## src/rtl/serial_subtractor20.sv

```systemverilog
// Bit-serial WIDTH-bit subtractor (D = A - B, LSB first) with a start/done handshake.
// Optional signed-overflow output `ovf` is enabled by defining SUB_OVF_EN.
module serial_subtractor20 #(
    parameter int unsigned WIDTH = 20
) (
    input  logic             clk,
    input  logic             rst,
    input  logic             start,
    input  logic [WIDTH-1:0] a,
    input  logic [WIDTH-1:0] b,
    output logic             busy,
    output logic             done,
    output logic [WIDTH-1:0] d,
    output logic             borrow_out
`ifdef SUB_OVF_EN
    ,
    output logic             ovf
`endif
);

    localparam int unsigned CNT_W = $clog2(WIDTH);

    typedef enum logic [1:0] {
        IDLE,
        SHIFT,
        DONE
    } state_t;

    state_t             state, state_n;
    logic [WIDTH-1:0]   a_r, b_r;
    logic [CNT_W-1:0]   cnt;
    logic               bw;
    logic               diff, bw_n, last, load;
`ifdef SUB_OVF_EN
    logic               a_msb, b_msb;
`endif

    always_comb begin
        diff = a_r[0] ^ b_r[0] ^ bw;
        bw_n = (~a_r[0] & b_r[0]) | (~(a_r[0] ^ b_r[0]) & bw);
        last = (cnt == CNT_W'(WIDTH - 1));
        load = start && ((state == IDLE) || (state == DONE));
    end

    always_comb begin
        state_n = state;
        busy    = 1'b0;
        done    = 1'b0;
        case (state)
            IDLE:  if (start) state_n = SHIFT;
            SHIFT: begin
                busy = 1'b1;
                if (last) state_n = DONE;
            end
            DONE: begin
                done    = 1'b1;
                state_n = start ? SHIFT : IDLE;
            end
            default: state_n = IDLE;
        endcase
    end

    always_ff @(posedge clk or posedge rst) begin
        if (rst) state <= IDLE;
        else     state <= state_n;
    end

    // The difference bits are shifted into the top of a_r as the minuend
    // drains out of the bottom, so a_r doubles as the result accumulator.
    always_ff @(posedge clk or posedge rst) begin
        if (rst) begin
            a_r        <= '0;
            b_r        <= '0;
            cnt        <= '0;
            bw         <= 1'b0;
            d          <= '0;
            borrow_out <= 1'b0;
`ifdef SUB_OVF_EN
            a_msb      <= 1'b0;
            b_msb      <= 1'b0;
            ovf        <= 1'b0;
`endif
        end else if (load) begin
            a_r <= a;
            b_r <= b;
            cnt <= '0;
            bw  <= 1'b0;
`ifdef SUB_OVF_EN
            a_msb <= a[WIDTH-1];
            b_msb <= b[WIDTH-1];
`endif
        end else if (state == SHIFT) begin
            a_r <= {diff, a_r[WIDTH-1:1]};
            b_r <= {1'b0, b_r[WIDTH-1:1]};
            cnt <= cnt + 1'b1;
            bw  <= bw_n;
            if (last) begin
                d          <= {diff, a_r[WIDTH-1:1]};
                borrow_out <= bw_n;
`ifdef SUB_OVF_EN
                ovf        <= (a_msb ^ b_msb) & (a_msb ^ diff);
`endif
            end
        end
    end

endmodule

```

## config.mk

```make
export PLATFORM = sky130hd
export DESIGN_NAME = serial_subtractor20
export DESIGN_NICKNAME = d
export VERILOG_FILES = /design/src/rtl/serial_subtractor20.sv
export SDC_FILE = /design/constraint.sdc
export NUM_CORES = 1
export LEC_CHECK = 0
export BUFFER_PORTS_ARGS = -buffer_cell sky130_fd_sc_hd__buf_2
export CORE_ASPECT_RATIO = 0.6
export CORE_MARGIN = 1.5
export CORE_UTILIZATION = 45
export CTS_CLUSTER_DIAMETER = 30
export DETAILED_ROUTE_END_ITERATION = 6
export PLACE_DENSITY = 0.78
export SYNTH_ARGS = -nofsm -noshare
export SYNTH_HDL_FRONTEND = slang
export SYNTH_SLANG_ARGS = --single-unit
```

## constraint.sdc

```tcl
create_clock -name clk -period 2.5 [get_ports clk]
set_input_delay 0.375 -clock clk [delete_from_list [all_inputs] [get_ports clk]]
set_output_delay 0.375 -clock clk [all_outputs]
set_load 0.01 [all_outputs]
```

==> results.tsv, run 1 <==
metric	value	unit
drt_iter0_drc	169	
diodes	0	
numCtsBuffers	9	
syn_inst	258	
startpoint_type	flop	
clk_pin_slew	70	ps
ys_seq_elements	69	
ctsResizeCount	0	
cp_slowest_cell	dfrtp_1	
holdBufCountCts	0	
critical_path_class	flop to output pin	
synth_area_per_cell	11.61	um^2
async_reset_ff_frac	1.000	
routed_wl	6.035	mm
power_density	1338	mW/mm^2
setup_violations	0	
die-area	0.007168	mm^2
clockBufferDepth	2	
status	finished, final reports clean	
dpl.cell_count	390	
clock_latency	330	ps
finalNonFillerCells	406	
netlist_area	0.002994	mm^2
crit_buf_inv	2	
cts-root-buf	clkbuf_8	
finalCritPeriodShare	0.7094	
ys_seq_area_frac	0.5767	
wl_per_cell	14.86	um
fillers	529	
r2r_slack	800	ps
crit_path_end_kind	output pin	
core_area	0.006276	mm^2
clock_skew	6.425	ps
io_buffers	65	
synth-edff-count	0	
fmax	563.9	MHz
layout.nets	362	
die_w	108.3	um
htreeDepth	3	
fin_tns_setup	0	ps
grt_max_degree	47	
antenna_found_initial	0	
finalHoldViolCount	0	
grtUsageTotal	0.1905	
slew_headroom	0.4214	
rows	22	
rsz0062_at_grt	false	
cp_top_family	buffers and inverters	
antenna_left	0	
crit_chain	nand2b_2 > inv_6 > buf_2	
die_h	66.19	um
dpl_cell_area	0.003368	mm^2
routed_via_density	5.187	
synth_warnings	0	
cts_tree	built	
grt_pass1_vias	2137	
grt_pass1_wl	10.11	mm
drive_above_1_share	0.3416	
synth_nets	303	
area_growth	20.02	%
critPathMaxFanout	46	
worst_ep_required_time	2120	ps
cp_slowest_stage_delay	370	ps
design_area	0.003593	mm^2
drc_errors	0	
synthDistinctLibCells	28	
initial_core_util	0.4771	
worst_pin_slew	867.9	ps
dr.pass1.iters	5	
regArea	0.001727	mm^2
drv_slew	0	
gp_congestion	0.7497	
worst_ep_arrival_time	1400	ps
post_cts_buffers	0	
power	4.809	mW
grt-ovfl-total	0	
p_leak	1.841	nW
post-route-min-period	1773	ps
num_vias	2106	
cts.sink_count	69	
multi_input_area	0.001141	mm^2
hp-class	input pin to async pin	
hpwlAfterDp	3.935	mm
cap_violations	0	
boundaryPins	66	
dominantRegCellSynth	dfrtp_1	
ir_worst_vdd	0.0006856	V
-- worst reg2reg max path, delay by kind of cell, from the launching register on --
| family | cells | cell delay [ps] |
|---|---|---|
| simple gates | 2 | 550 |
| flops | 1 | 410 |
| mux | 1 | 390 |
| fa+ha+maj | 1 | 240 |
-- sequential cells by signal (all words and copies together), names as in the netlist --
register,flops
a_r,20
b_r,20
d,20
cnt,5
state,2
borrow_out,1
bw,1
-- layout make-up --
class | instances | share of cell area
clock inverter | 4 | 0.01950
sequential | 69 | 0.4805
inverter | 6 | 0.007660
clock buffer | 12 | 0.04318
timing repair buffer | 69 | 0.1024
tap | 84 | 0.02925
multi-input combinational | 162 | 0.3175
-- cells by family after synthesis --
kind of cell	Yosys count	synth area share
buffers and inverters	27	0.04639
muxes	24	0.1112
and+or+nand+nor	91	0.1421
DFF	69	0.5767
adders and majority gates	2	0.01086
AOI/OAI and AO/OA	45	0.1128
-- synth_stat cells, types with 2 or more instances --
cell	number	area [um^2]
a22o_1	2	17.52
a22oi_1	37	277.8
buf_2	8	40.04
buf_6	3	33.78
clkbuf_1	10	37.54
dfrtp_1	69	1727
inv_1	5	18.77
mux2_2	2	22.52
mux2_4	18	270.3
mux2i_1	4	40.04
nand2_1	41	153.9
nand2b_1	2	12.51
nand3_1	38	190.2
nand4_1	2	12.51
nor2_1	2	7.510
nor2b_1	2	12.51
o21ai_0	2	10.01
-- through the flow --
| step | hold slack [ps] | utilization | worst slack (ps) |
|---|---|---|---|
| 2_1_floorplan | 437.4 | - | 385.1 |
| 3_3_place_gp | 451.6 | 0.5367 | 825.7 |
| 3_5_place_dp | 459.9 | 0.5367 | 792.5 |
| 4_1_cts | 87.56 | 0.5726 | 689.9 |
| 5_1_grt | 113.9 | 0.5726 | 617.0 |
| 6_report | 83.81 | 0.5726 | 726.6 |
-- layer usage --
metal  wire (um)  up-vias  part of all wire  GRT usage
met5           0        -                 0          0
li1            -     1036                 -          -
met4          41        0            0.0068    0.07895
met3         434        4             0.072    0.07488
met2        2608       66              0.43     0.2706
met1        2951     1000              0.49     0.2594
-- cells in the final DEF (no fill, tap or decap) --
cell type / instances
buf_4: 3
a21o_1: 1
mux2i_1: 4
buf_2: 65
ha_1: 1
nor2b_1: 1
nand3_1: 38
inv_1: 4
inv_2: 1
inv_6: 1
a22o_1: 2
nand2_4: 1
clkbuf_8: 11
dfrtp_1: 69
fa_1: 1
clkbuf_1: 1
buf_12: 1
a22oi_1: 37
nor3b_1: 1
nor3_1: 1
a221o_1: 1
mux2_2: 2
nand2_1: 41
nor2_1: 2
o2bb2ai_1: 1
nor2b_4: 1
bufinv_16: 2
clkinv_2: 2
nand4_1: 2
a31oi_1: 1
mux2_4: 18
and4bb_1: 1
nand2b_2: 2
o21ai_0: 2
-- path summary, 6_finish.rpt --
check,startpoint,end,cells past startpoint
max,state[1],busy,3
min,rst,d[0],2
max reg2reg,cnt[0],d[14],4
min reg2reg,bw,bw,1
max in group asynchronous,rst,b_r[1],3
min in group clk,b[11],b_r[11],3
-- power breakdown --
group / switching (mW) / internal (mW)
registers: 0.353 / 1.66
clock network: 0.389 / 0.613
logic: 0.946 / 0.844
Note: power is estimated with default switching activity, not from simulation.
==> inputs of run 2 (changes only) <==
==> constraint.sdc (replaced) <==
create_clock -name clk -period 1.7 [get_ports clk]
set_input_delay 0.255 -clock clk [delete_from_list [all_inputs] [get_ports clk]]
set_output_delay 0.255 -clock clk [all_outputs]
set_load 0.01 [all_outputs]
==> run 2 against run 1 <==
First-iteration DRC count shrank 13%; routed wire length up 7.1%; non-clock buffer count increased by 8; core utilization increased by 1.3 points; largest cell class unchanged.
==> results.tsv, run 2 (synthesized netlist as in run 1, its figures left out) <==
metric	value	unit	change
status	finished, final reports clean		
drive_above_1_share	0.3556		+0.01401
largestRegisters	a_r x20, b_r x20, d x20		
fin_util	0.5851		+0.01256
numCtsBuffers	9		unchanged
finalNonFillerCells	413		+1.7%
grt_pass1_wl	11.03	mm	+9.1%
die_w	108.3	um	unchanged
fillers	542		+2.5%
holdWs	118.7	ps	+34.93 ps
cap_violations	0		unchanged
power	7.173	mW	+49%
post-route-min-period	1619	ps	
hpwlAfterDp	4.232	mm	+7.6%
clockBufferDepth	2		unchanged
grtUsageTotal	0.2093		+0.01878
grt_pass1_vias	2222		+4.0%
ir_worst_vdd	0.0007457	V	+8.8%
clock_latency	350	ps	+20 ps
multi_input_area	0.001141	mm^2	unchanged
clk_pin_slew	80	ps	about the same
initial_core_util	0.4771		unchanged
startpoint_type	flop		
final_common_cell	dfrtp_1		
antenna_left	0		unchanged
boundaryPins	66		unchanged
io_buffers	65		unchanged
cts_tree	built		
dpl.cell_count	396		+1.5%
pre_cts_slack	111.3	ps	-681.2 ps
hp-class	input pin to flop		
finalHoldViolCount	0		unchanged
fin_tns_setup	0	ps	unchanged
ctsResizeCount	0		unchanged
grt_max_degree	70		+49%
crit_path_end_kind	flop		
dr.pass1.iters	4		-1
gp_congestion	0.7950		+6.0%
area_growth	22.65	%	
die_h	66.19	um	unchanged
diodes	0		unchanged
htreeDepth	3		unchanged
setup_violations	0		unchanged
fmax	617.8	MHz	
finalWorstSetupSlack	81.48	ps	-645.1 ps
rows	22		unchanged
rsz0062_at_grt	false		
power_density	1953	mW/mm^2	+46%
grt-ovfl-total	0		unchanged
critical_path_class	flop to flop		
die-area	0.007168	mm^2	unchanged
design_area	0.003672	mm^2	+2.2%
slew_headroom	0.6769		+0.2555
finalCritPeriodShare	0.9521		
drv_slew	0		unchanged
worst_ep_required_time	1920	ps	-200 ps
routed_via_density	5.346		+3.1%
worst_ep_arrival_time	1840	ps	+440 ps
routed_wl	6.465	mm	+7.1%
cts-root-buf	clkbuf_8		
worst_pin_slew	484.7	ps	-383.2 ps
dpl_cell_area	0.003442	mm^2	+2.2%
p_leak	1.869	nW	+1.5%
final_cell_mix	dfrtp_1 (69), buf_2 (65), nand2_1 (41), nand3_1 (38), a22oi_1 (37)		
drc_errors	0		unchanged
clock_skew	13.53	ps	+7.105 ps
wl_per_cell	15.65	um	+5.3%
regArea	0.001727	mm^2	unchanged
antenna_found_initial	0		unchanged
cts.sink_count	69		unchanged
core_area	0.006276	mm^2	unchanged
num_vias	2208		+4.8%
drt_iter0_drc	147		-13%
layout.nets	370		+2.2%
critPathMaxFanout	9		-80%
run 2: cell count changes in the layout (fill, tap and decap cells not counted):
cell / before / now
clkbuf_8: 11 / 9
buf_4: 3 / 8
clkbuf_1: 1 / 0
clkinv_4: 0 / 1
clkinvlp_4: 0 / 3
dlygate4sd3_1: 0 / 1
inv_2: 1 / 0
clkinv_2: 2 / 1
buf_12: 1 / 3
run 2: routing by layer:
layer	part of all wire	GRT usage	vias up
li1	-	-	1057
met1	0.49	0.2949	1079
met2	0.43	0.2943	70
met3	0.070	0.07488	2
met4	0.0034	0.07895	0
met5	0	0	-
run 2: repair_timing:
| item | in CTS | in global routing |
|---|---|---|
| hold endpoints to repair | 1 | 0 |
| hold buffers | 1 | 0 |
| setup endpoints to repair | 1 | 0 |
| setup buffers | 1 | 0 |
run 2: final cells by class:
type,count,share of cell area
well taps,84,0.02862
clock inverters,6,0.02419
flip-flops and latches,69,0.4702
multi-input cells,162,0.3107
inverters,6,0.008518
clock buffers,9,0.03373
repair buffers,77,0.1240
run 2: worst max-delay path, stage by stage (launching register included):
cell and delay (ps):
dfrtp_1 410, ha_1 260, and4bb_1 250, nand2_4 100, buf_12 140, mux2_2 330
run 2: path summary, 6_finish.rpt:
check | to | slack (ps) | startpoint | depth (start not counted)
setup / recovery | d[14] | 80 | cnt[0] | 5
setup reg to reg | d[14] | 80 | cnt[0] | 5
max in group asynchronous | b_r[4] | 860 | rst | 4
min in group asynchronous | a_r[16] | 540 | rst | 4
hold / removal | b_r[1] | 120 | b[1] | 3
hold reg to reg | cnt[4] | 480 | cnt[4] | 1
run 2: report_power, final:
group | internal (mW) | total (mW) | switching (mW)
combinational | 1.32 | 2.75 | 1.43
clock | 0.817 | 1.44 | 0.627
sequential | 2.45 | 2.98 | 0.534
total | 4.58 | 7.17 | 2.59
